File: src/rtl/serial_addsub_if.sv
// Operand/result bundle for serial_addsub: the requester drives the master side,
// the adder/subtractor implements the slave side.
interface serial_addsub_if #(
  parameter int WIDTH = 8
);
  logic             START;
  logic             SUB;
  logic [WIDTH-1:0] A;
  logic [WIDTH-1:0] B;
  logic             CIN;
  logic             BUSY;
  logic             DONE;
  logic [WIDTH-1:0] S;
  logic             COUT;
  logic             OVF;

  modport master (
    output START, SUB, A, B, CIN,
    input  BUSY, DONE, S, COUT, OVF
  );

  modport slave (
    input  START, SUB, A, B, CIN,
    output BUSY, DONE, S, COUT, OVF
  );
endinterface

File: src/rtl/serial_addsub.sv
// Multi-cycle adder/subtractor: STEP bits per clock, LSB first, through a chain
// of STEP full-adder cells with a registered carry between slices.
module serial_addsub #(
  parameter int WIDTH = 8,
  parameter int STEP  = 1
) (
  input  logic          CLK,
  input  logic          RST,
  serial_addsub_if.slave bus
);

  localparam int N  = WIDTH / STEP;
  localparam int CW = (N > 1) ? $clog2(N) : 1;

  generate
    if (WIDTH < 2 || STEP < 1 || (WIDTH % STEP) != 0) begin : g_bad_params
      $error("serial_addsub: WIDTH must be >= 2 and an exact multiple of STEP");
    end
  endgenerate

  typedef enum logic [1:0] {
    IDLE = 2'd0,
    RUN  = 2'd1,
    FIN  = 2'd2
  } state_e;

  state_e           state_q, state_d;
  logic [WIDTH-1:0] a_q, a_d;
  logic [WIDTH-1:0] b_q, b_d;
  logic [WIDTH-1:0] acc_q, acc_d;
  logic             carry_q, carry_d;
  logic [CW-1:0]    cnt_q, cnt_d;
  logic [WIDTH-1:0] s_q, s_d;
  logic             cout_q, cout_d;
  logic             ovf_q, ovf_d;

  logic [STEP-1:0]  slice_sum;
  logic             slice_cout;
  logic             slice_cmsb;
  logic             last_slice;

  assign last_slice = (cnt_q == CW'(N - 1));

  // State register and all datapath registers.
  // NOTE: sequential state uses non-blocking assignments so every register
  // samples pre-edge values regardless of statement order.
  always_ff @(posedge CLK or posedge RST) begin
    if (RST) begin
      state_q <= IDLE;
      a_q     <= '0;
      b_q     <= '0;
      acc_q   <= '0;
      carry_q <= 1'b0;
      cnt_q   <= '0;
      s_q     <= '0;
      cout_q  <= 1'b0;
      ovf_q   <= 1'b0;
    end else begin
      state_q <= state_d;
      a_q     <= a_d;
      b_q     <= b_d;
      acc_q   <= acc_d;
      carry_q <= carry_d;
      cnt_q   <= cnt_d;
      s_q     <= s_d;
      cout_q  <= cout_d;
      ovf_q   <= ovf_d;
    end
  end

  // Next-state logic; FIN accepts a new request directly for back-to-back use.
  always_comb begin
    // NOTE: a default before any branch keeps combinational blocks latch-free.
    state_d = state_q;
    unique case (state_q)
      IDLE:    if (bus.START) state_d = RUN;
      RUN:     if (last_slice) state_d = FIN;
      FIN:     state_d = bus.START ? RUN : IDLE;
      default: state_d = IDLE;
    endcase
  end

  // Output decode from state.
  always_comb begin
    bus.BUSY = (state_q == RUN);
    bus.DONE = (state_q == FIN);
  end

  assign bus.S    = s_q;
  assign bus.COUT = cout_q;
  assign bus.OVF  = ovf_q;

  // Ripple chain across the current slice; slice_cmsb is the carry into the
  // top cell, which on the last slice is the carry into the word MSB.
  always_comb begin
    logic c;
    slice_sum  = '0;
    slice_cmsb = 1'b0;
    c          = carry_q;
    for (int i = 0; i < STEP; i++) begin
      slice_sum[i] = a_q[i] ^ b_q[i] ^ c;
      if (i == STEP - 1) slice_cmsb = c;
      c = ((a_q[i] ^ b_q[i]) & c) | (a_q[i] & b_q[i]);
    end
    slice_cout = c;
  end

  // Operand capture, slice shifting and result publication.
  always_comb begin
    a_d     = a_q;
    b_d     = b_q;
    acc_d   = acc_q;
    carry_d = carry_q;
    cnt_d   = cnt_q;
    s_d     = s_q;
    cout_d  = cout_q;
    ovf_d   = ovf_q;

    if (state_q == RUN) begin
      a_d                    = a_q >> STEP;
      b_d                    = b_q >> STEP;
      acc_d                  = acc_q >> STEP;
      acc_d[WIDTH-1 -: STEP] = slice_sum;
      carry_d                = slice_cout;
      cnt_d                  = cnt_q + CW'(1);
      if (last_slice) begin
        s_d    = acc_d;
        cout_d = slice_cout;
        ovf_d  = slice_cmsb ^ slice_cout;
      end
    end else if (bus.START) begin
      // Subtraction is A + ~B with the carry-in inverted.
      a_d     = bus.A;
      b_d     = bus.B ^ {WIDTH{bus.SUB}};
      carry_d = bus.CIN ^ bus.SUB;
      cnt_d   = '0;
    end
  end

endmodule

File: src/flat_wrapper.sv
// flat-port wrapper written by rule: the top's interface ports become plain ports
module serial_addsub_flat 
#(
  parameter int WIDTH = 8,
  parameter int STEP  = 1
)
  (CLK, RST, bus_START, bus_SUB, bus_A, bus_B, bus_CIN, bus_BUSY, bus_DONE, bus_S, bus_COUT, bus_OVF);
  serial_addsub_if #(.WIDTH(WIDTH)) bus_i ();
  input  logic CLK;
  input  logic RST;
  input wire logic [$bits(bus_i.START)-1:0] bus_START;
  input wire logic [$bits(bus_i.SUB)-1:0] bus_SUB;
  input wire logic [$bits(bus_i.A)-1:0] bus_A;
  input wire logic [$bits(bus_i.B)-1:0] bus_B;
  input wire logic [$bits(bus_i.CIN)-1:0] bus_CIN;
  output wire logic [$bits(bus_i.BUSY)-1:0] bus_BUSY;
  output wire logic [$bits(bus_i.DONE)-1:0] bus_DONE;
  output wire logic [$bits(bus_i.S)-1:0] bus_S;
  output wire logic [$bits(bus_i.COUT)-1:0] bus_COUT;
  output wire logic [$bits(bus_i.OVF)-1:0] bus_OVF;
  assign bus_i.START = bus_START;
  assign bus_i.SUB = bus_SUB;
  assign bus_i.A = bus_A;
  assign bus_i.B = bus_B;
  assign bus_i.CIN = bus_CIN;
  assign bus_BUSY = bus_i.BUSY;
  assign bus_DONE = bus_i.DONE;
  assign bus_S = bus_i.S;
  assign bus_COUT = bus_i.COUT;
  assign bus_OVF = bus_i.OVF;
  serial_addsub #(.WIDTH(WIDTH), .STEP(STEP)) u_core (.CLK(CLK), .RST(RST), .bus(bus_i));
endmodule
File: config.mk
export PLATFORM = sky130hd
export DESIGN_NAME = serial_addsub_flat
export DESIGN_NICKNAME = d
export VERILOG_FILES = /design/src/rtl/serial_addsub_if.sv /design/src/rtl/serial_addsub.sv /design/src/flat_wrapper.sv
export SDC_FILE = /design/constraint.sdc
export NUM_CORES = 1
export LEC_CHECK = 0
export ABC_CLOCK_PERIOD_IN_PS = 1500
export BUFFER_PORTS_ARGS = -buffer_cell sky130_fd_sc_hd__buf_2
export CAP_MARGIN = 20
export CORE_MARGIN = 5
export CORE_UTILIZATION = 49
export DETAILED_ROUTE_END_ITERATION = 8
export PLACE_DENSITY = 0.75
export SYNTH_ARGS = -nofsm -noshare
export SYNTH_HDL_FRONTEND = slang
export SYNTH_SLANG_ARGS = --single-unit
export TNS_END_PERCENT = 20
File: constraint.sdc
create_clock -name CLK -period 1.5 [get_ports CLK]
set_input_delay 0.225 -clock CLK [delete_from_list [all_inputs] [get_ports CLK]]
set_output_delay 0.225 -clock CLK [all_outputs]
set_load 0.005 [all_outputs]
Word level (Yosys, flattened, before mapping)
Index checks and enable logic that the tools add are counted.

word-level totals
  register bits = 40
  logic and storage cells = 39

cells by class
  add/sub/neg operators = 1
  muxes and demuxes = 12
  equal/unequal tests = 5
  reductions and logical operators = 4
  bitwise operators = 8

operators with widths
  kind                   number
  $mux W8                4
  $xor A8 B8 Y8          1
  $mux W3                2
  $pmux W2 S3            1
  $mux W2                2
  $reduce_and A2 Y1      2
  $xor A1 B1 Y1          4
  $add A3 B1 Y3 const B  1
  $eq A3 B3 Y1 const B   1
  $mux W1                3
  $and A1 B1 Y1          2
  $eq A2 B1 Y1 const B   1
  $eq A2 B2 Y1 const B   1
  $logic_not A2 Y1       1
  $ne A2 B1 Y1 const B   1
  $ne A2 B2 Y1 const B   1
  $reduce_bool A2 Y1     1
  $or A1 B1 Y1           1

Longest topological paths before layout
  depth in word-level cells = 4
  mapped depth = 6
  mapped depth without buffers = 5

Worst setup path after synthesis
OpenSTA, ideal clock, no wires.

  kind = register to register
  from = register u_core.cnt_q[0]
  to = register u_core.s_q[0], in the netlist u_core.bus.S[0]
  data arrival time = 1.310 ns
  setup time = 0.125 ns
  path buffers = 1
  slack = 0.065 ns
  stages on the path, launching flop included = 6
  period minus slack after synthesis = 1.435 ns
  path through = dfrtp_1 ha_1 ha_1 nand3b_4 buf_6 mux2_4

on the way
  word-level cells in the longest chain between the ends = 2

ends and longest elaborated chain
  element                             line                 RTL
  start, declared                     serial_addsub.sv:32  logic [CW-1:0] cnt_q, cnt_d;
  start signal, assigned              serial_addsub.sv:64  cnt_q <= cnt_d;
  $eq A3 B3 Y1                        serial_addsub.sv:42  assign last_slice = (cnt_q == CW'(N - 1));
  $reduce_and A2 Y1 (no source line)  -
  end signal, assigned                serial_addsub.sv:55  s_q <= '0;
  end signal, assigned                serial_addsub.sv:65  s_q <= s_d;
  end, declared                       serial_addsub.sv:33  logic [WIDTH-1:0] s_q, s_d;

No other way between the ends.
A chain may end at the register's enable or synchronous reset.

Final worst setup path
  from = register u_core.cnt_q[0]
  to = register u_core.s_q[5], in the netlist u_core.bus.S[5]

Same word-level chain as after synthesis.

==> flow_summary.toml <==
[status]
status = "finished clean"

[routing]
routed_via_density = 5.05
wire_per_inst_um = 13.3
drc_errors = 0
wl_um = 3260
drt-pass1-iter-count = 4
vias = 1237
ant_nets = 0
drtIter0Drc = 18

[clock_network]
cts_tree = "built"
cts_setup_buffers = 0
clock_sinks = 39
clk_pin_slew_ps = 110
cts_root_buf = "clkbuf_4"
cts_buffers = 5
clock_path_buffers = 2
clock_latency_ps = 330
htree_num_levels = 2

[place]
globalplace.congestion = 0.760
port_buffers = 32
hpwl_um = 2330
place_ws_ps = 48.1

[floorplan]
io_pins = 33
die_w_um = 70.2
initial_core_util = 0.521
rows = 21
die_area_mm2 = 0.00493
core_area_mm2 = 0.00342
die_height_um = 70.2

[yosys]
synth_area_mm2 = 0.00178
synth_warnings = 0
ys_ff_latch = 39
yosysUniqueCellTypes = 22
syn-instance-count = 162
syn_nets = 186
ys_seq_area_frac = 0.549
avgSynthCellArea_um2 = 11.0

[final_layout]
layout.nets = 222
drive_gt1_frac = 0.276
syn2layout_area_growth_pct = 16.6
n_antenna_cell = 0

[setup_path]
endpoint_kind = "flip-flop"
r2r_end = "u_core.bus.S[5]"
critPathMaxFanout = 5
r2r_start = "u_core.cnt_q[0]"
rrSetupSlack_ps = 90
cp_data_arrival_time_ps = 1630
crit_type = "flip-flop to flip-flop"
start_kind = "flip-flop"
worstRegToRegCells = 4
required_ps = 1730

[power]
p_total_mw = 3.76
leakage_nw = 1.10
powerDensity_mw_per_mm2 = 1820
ir_drop_uv = 792

[hold_path]
min_path_cells = 3
holdPathEnd = "u_core.a_q[7]"
hold_class = "input port to flip-flop"
min_from = "bus_A[7]"

[job]
drv_cap = 0

[timing]
layout_min_cycle_time_ps = 1410
finalHoldViolations = 0
fin_ws_ps = 93.0
fmax_mhz = 711
finalCritPeriodShare = 0.938
rsz0062_at_grt = "false"
slew_violations = 0
relSlewSlack = 0.668
fin_worst_skew_ps = 10.1
tightest_slew_ps = 498
final.setup.tns_ps = 0
setup_viol = 0

[grt]
grt_remaining_overflow = 0
grt_usage = 0.141
antenna_found_initial = 0
grt_pass1_vias = 1276
grt_max_degree = 40
grt_pass1_wl_um = 5580
==> what timing repair did <==
action | in CTS | in global routing
setup endpoints to repair | 0 | 2
endpoints found under the hold margin | 39 | 0
hold buffers | 1 | 0
resized for setup | 0 | 1
==> cell usage in the layout (no fill, tap or decap), types with 2 or more instances in the layout <==
cell type / netlist / final
nor2_1: 2 / 2
dfrtp_1: 39 / 39
xor2_1: 9 / 9
mux2i_1: 16 / 16
clkbuf_4: 0 / 5
nand2_1: 41 / 41
buf_2: 1 / 32
inv_1: 6 / 6
o22ai_1: 2 / 2
mux2_2: 4 / 4
o21ai_0: 22 / 22
mux2_4: 3 / 3
buf_4: 5 / 3
==> cell type report <==
class | instances | area [µm²]
fillers | 304 | 1340
flip-flops and latches | 39 | 976
multi-input cells | 108 | 719
well taps | 46 | 57.6
repair buffers | 37 | 213
inverters | 7 | 26.3
clock inverters | 3 | 43.8
clock buffers | 5 | 37.5
==> critical path: stages, from the launching register on <==
cell      delay, ps
dfrtp_1         420
ha_1            210
ha_2            210
nand3b_4        120
mux2_2          350
==> worst max path at each step <==
stage	from	end	slack, ps	cells after the start
finish	u_core.cnt_q[0]	u_core.bus.S[5]	90	4
global route	u_core.cnt_q[0]	u_core.bus.OVF	20	6
CTS	u_core.cnt_q[0]	u_core.bus.S[6]	30	4
detailed placement	u_core.cnt_q[0]	u_core.bus.S[6]	50	4
global placement	u_core.cnt_q[0]	u_core.bus.S[3]	100	4
floorplan	u_core.cnt_q[0]	u_core.bus.S[0]	60	5
==> registers in the layout (all words and copies together) (netlist names) <==
register and cells:
u_core.bus.OVF 1, u_core.acc_q 7, u_core.bus.S 8, u_core.bus.COUT 1
u_core.state_q 2, u_core.carry_q 1, u_core.a_q 8, u_core.cnt_q 3
u_core.b_q 8
==> metal layers <==
metal | GRT usage | vias to the layer above | part of all wire
li1 | - | 606 | -
met1 | 0.165 | 600 | 0.42
met2 | 0.245 | 27 | 0.51
met3 | 0.0387 | 4 | 0.056
met4 | 0.0511 | 0 | 0.011
met5 | 0 | - | 0
==> report_power, final <==
group	internal [mW]	switching (mW)	leakage, nW
sequential	1.50	0.279	0.497
clock	0.351	0.334	0.0452
combinational	0.608	0.693	0.555
total	2.46	1.31	1.10
==> Yosys cell counts <==
| cell | number | area (µm²) |
|---|---|---|
| inv_1 | 6 | 22.5 |
| o21ai_0 | 22 | 110 |
| nand2b_1 | 1 | 6.26 |
| xor2_1 | 9 | 78.8 |
| buf_6 | 2 | 22.5 |
| mux2_2 | 4 | 45.0 |
| clkbuf_2 | 1 | 5.00 |
| buf_4 | 5 | 37.5 |
| inv_2 | 1 | 3.75 |
| ha_1 | 2 | 25.0 |
| mux2i_1 | 16 | 160 |
| nand3b_4 | 1 | 20.0 |
| a21oi_1 | 1 | 5.00 |
| nor2_1 | 2 | 7.51 |
| xnor2_1 | 1 | 8.76 |
| o22ai_1 | 2 | 12.5 |
| buf_2 | 1 | 5.00 |
| dfrtp_1 | 39 | 976 |
| mux2_4 | 3 | 45.0 |
| fa_1 | 1 | 20.0 |
| nand2_1 | 41 | 154 |
| and2b_1 | 1 | 7.51 |
==> cell families (layout without fill, tap and decap cells) <==
kind of cell | Yosys count | in the layout | synth area share
AO/OA/AOI/OAI | 25 | 25 | 0.0718
adder cells (fa/ha/maj) | 3 | 3 | 0.0253
buffers and inverters | 16 | 52 | 0.0542
AND/OR/NAND/NOR | 46 | 47 | 0.110
XOR/XNOR | 10 | 10 | 0.0493
flip-flops | 39 | 39 | 0.549
multiplexers | 23 | 23 | 0.141
==> through the flow <==
step / hold WS (ps) / cells / util / instance area (µm²)
floorplan: 381 / 162 / - / 1780
global placement: 350 / 235 / 0.576 / 1970
detailed placement: 365 / 235 / 0.576 / 1970
CTS: 146 / 244 / 0.603 / 2060
global route: 158 / 245 / 0.607 / 2070
finish: 156 / 245 / 0.607 / 2070
Note: power is estimated with default switching activity, not from simulation.
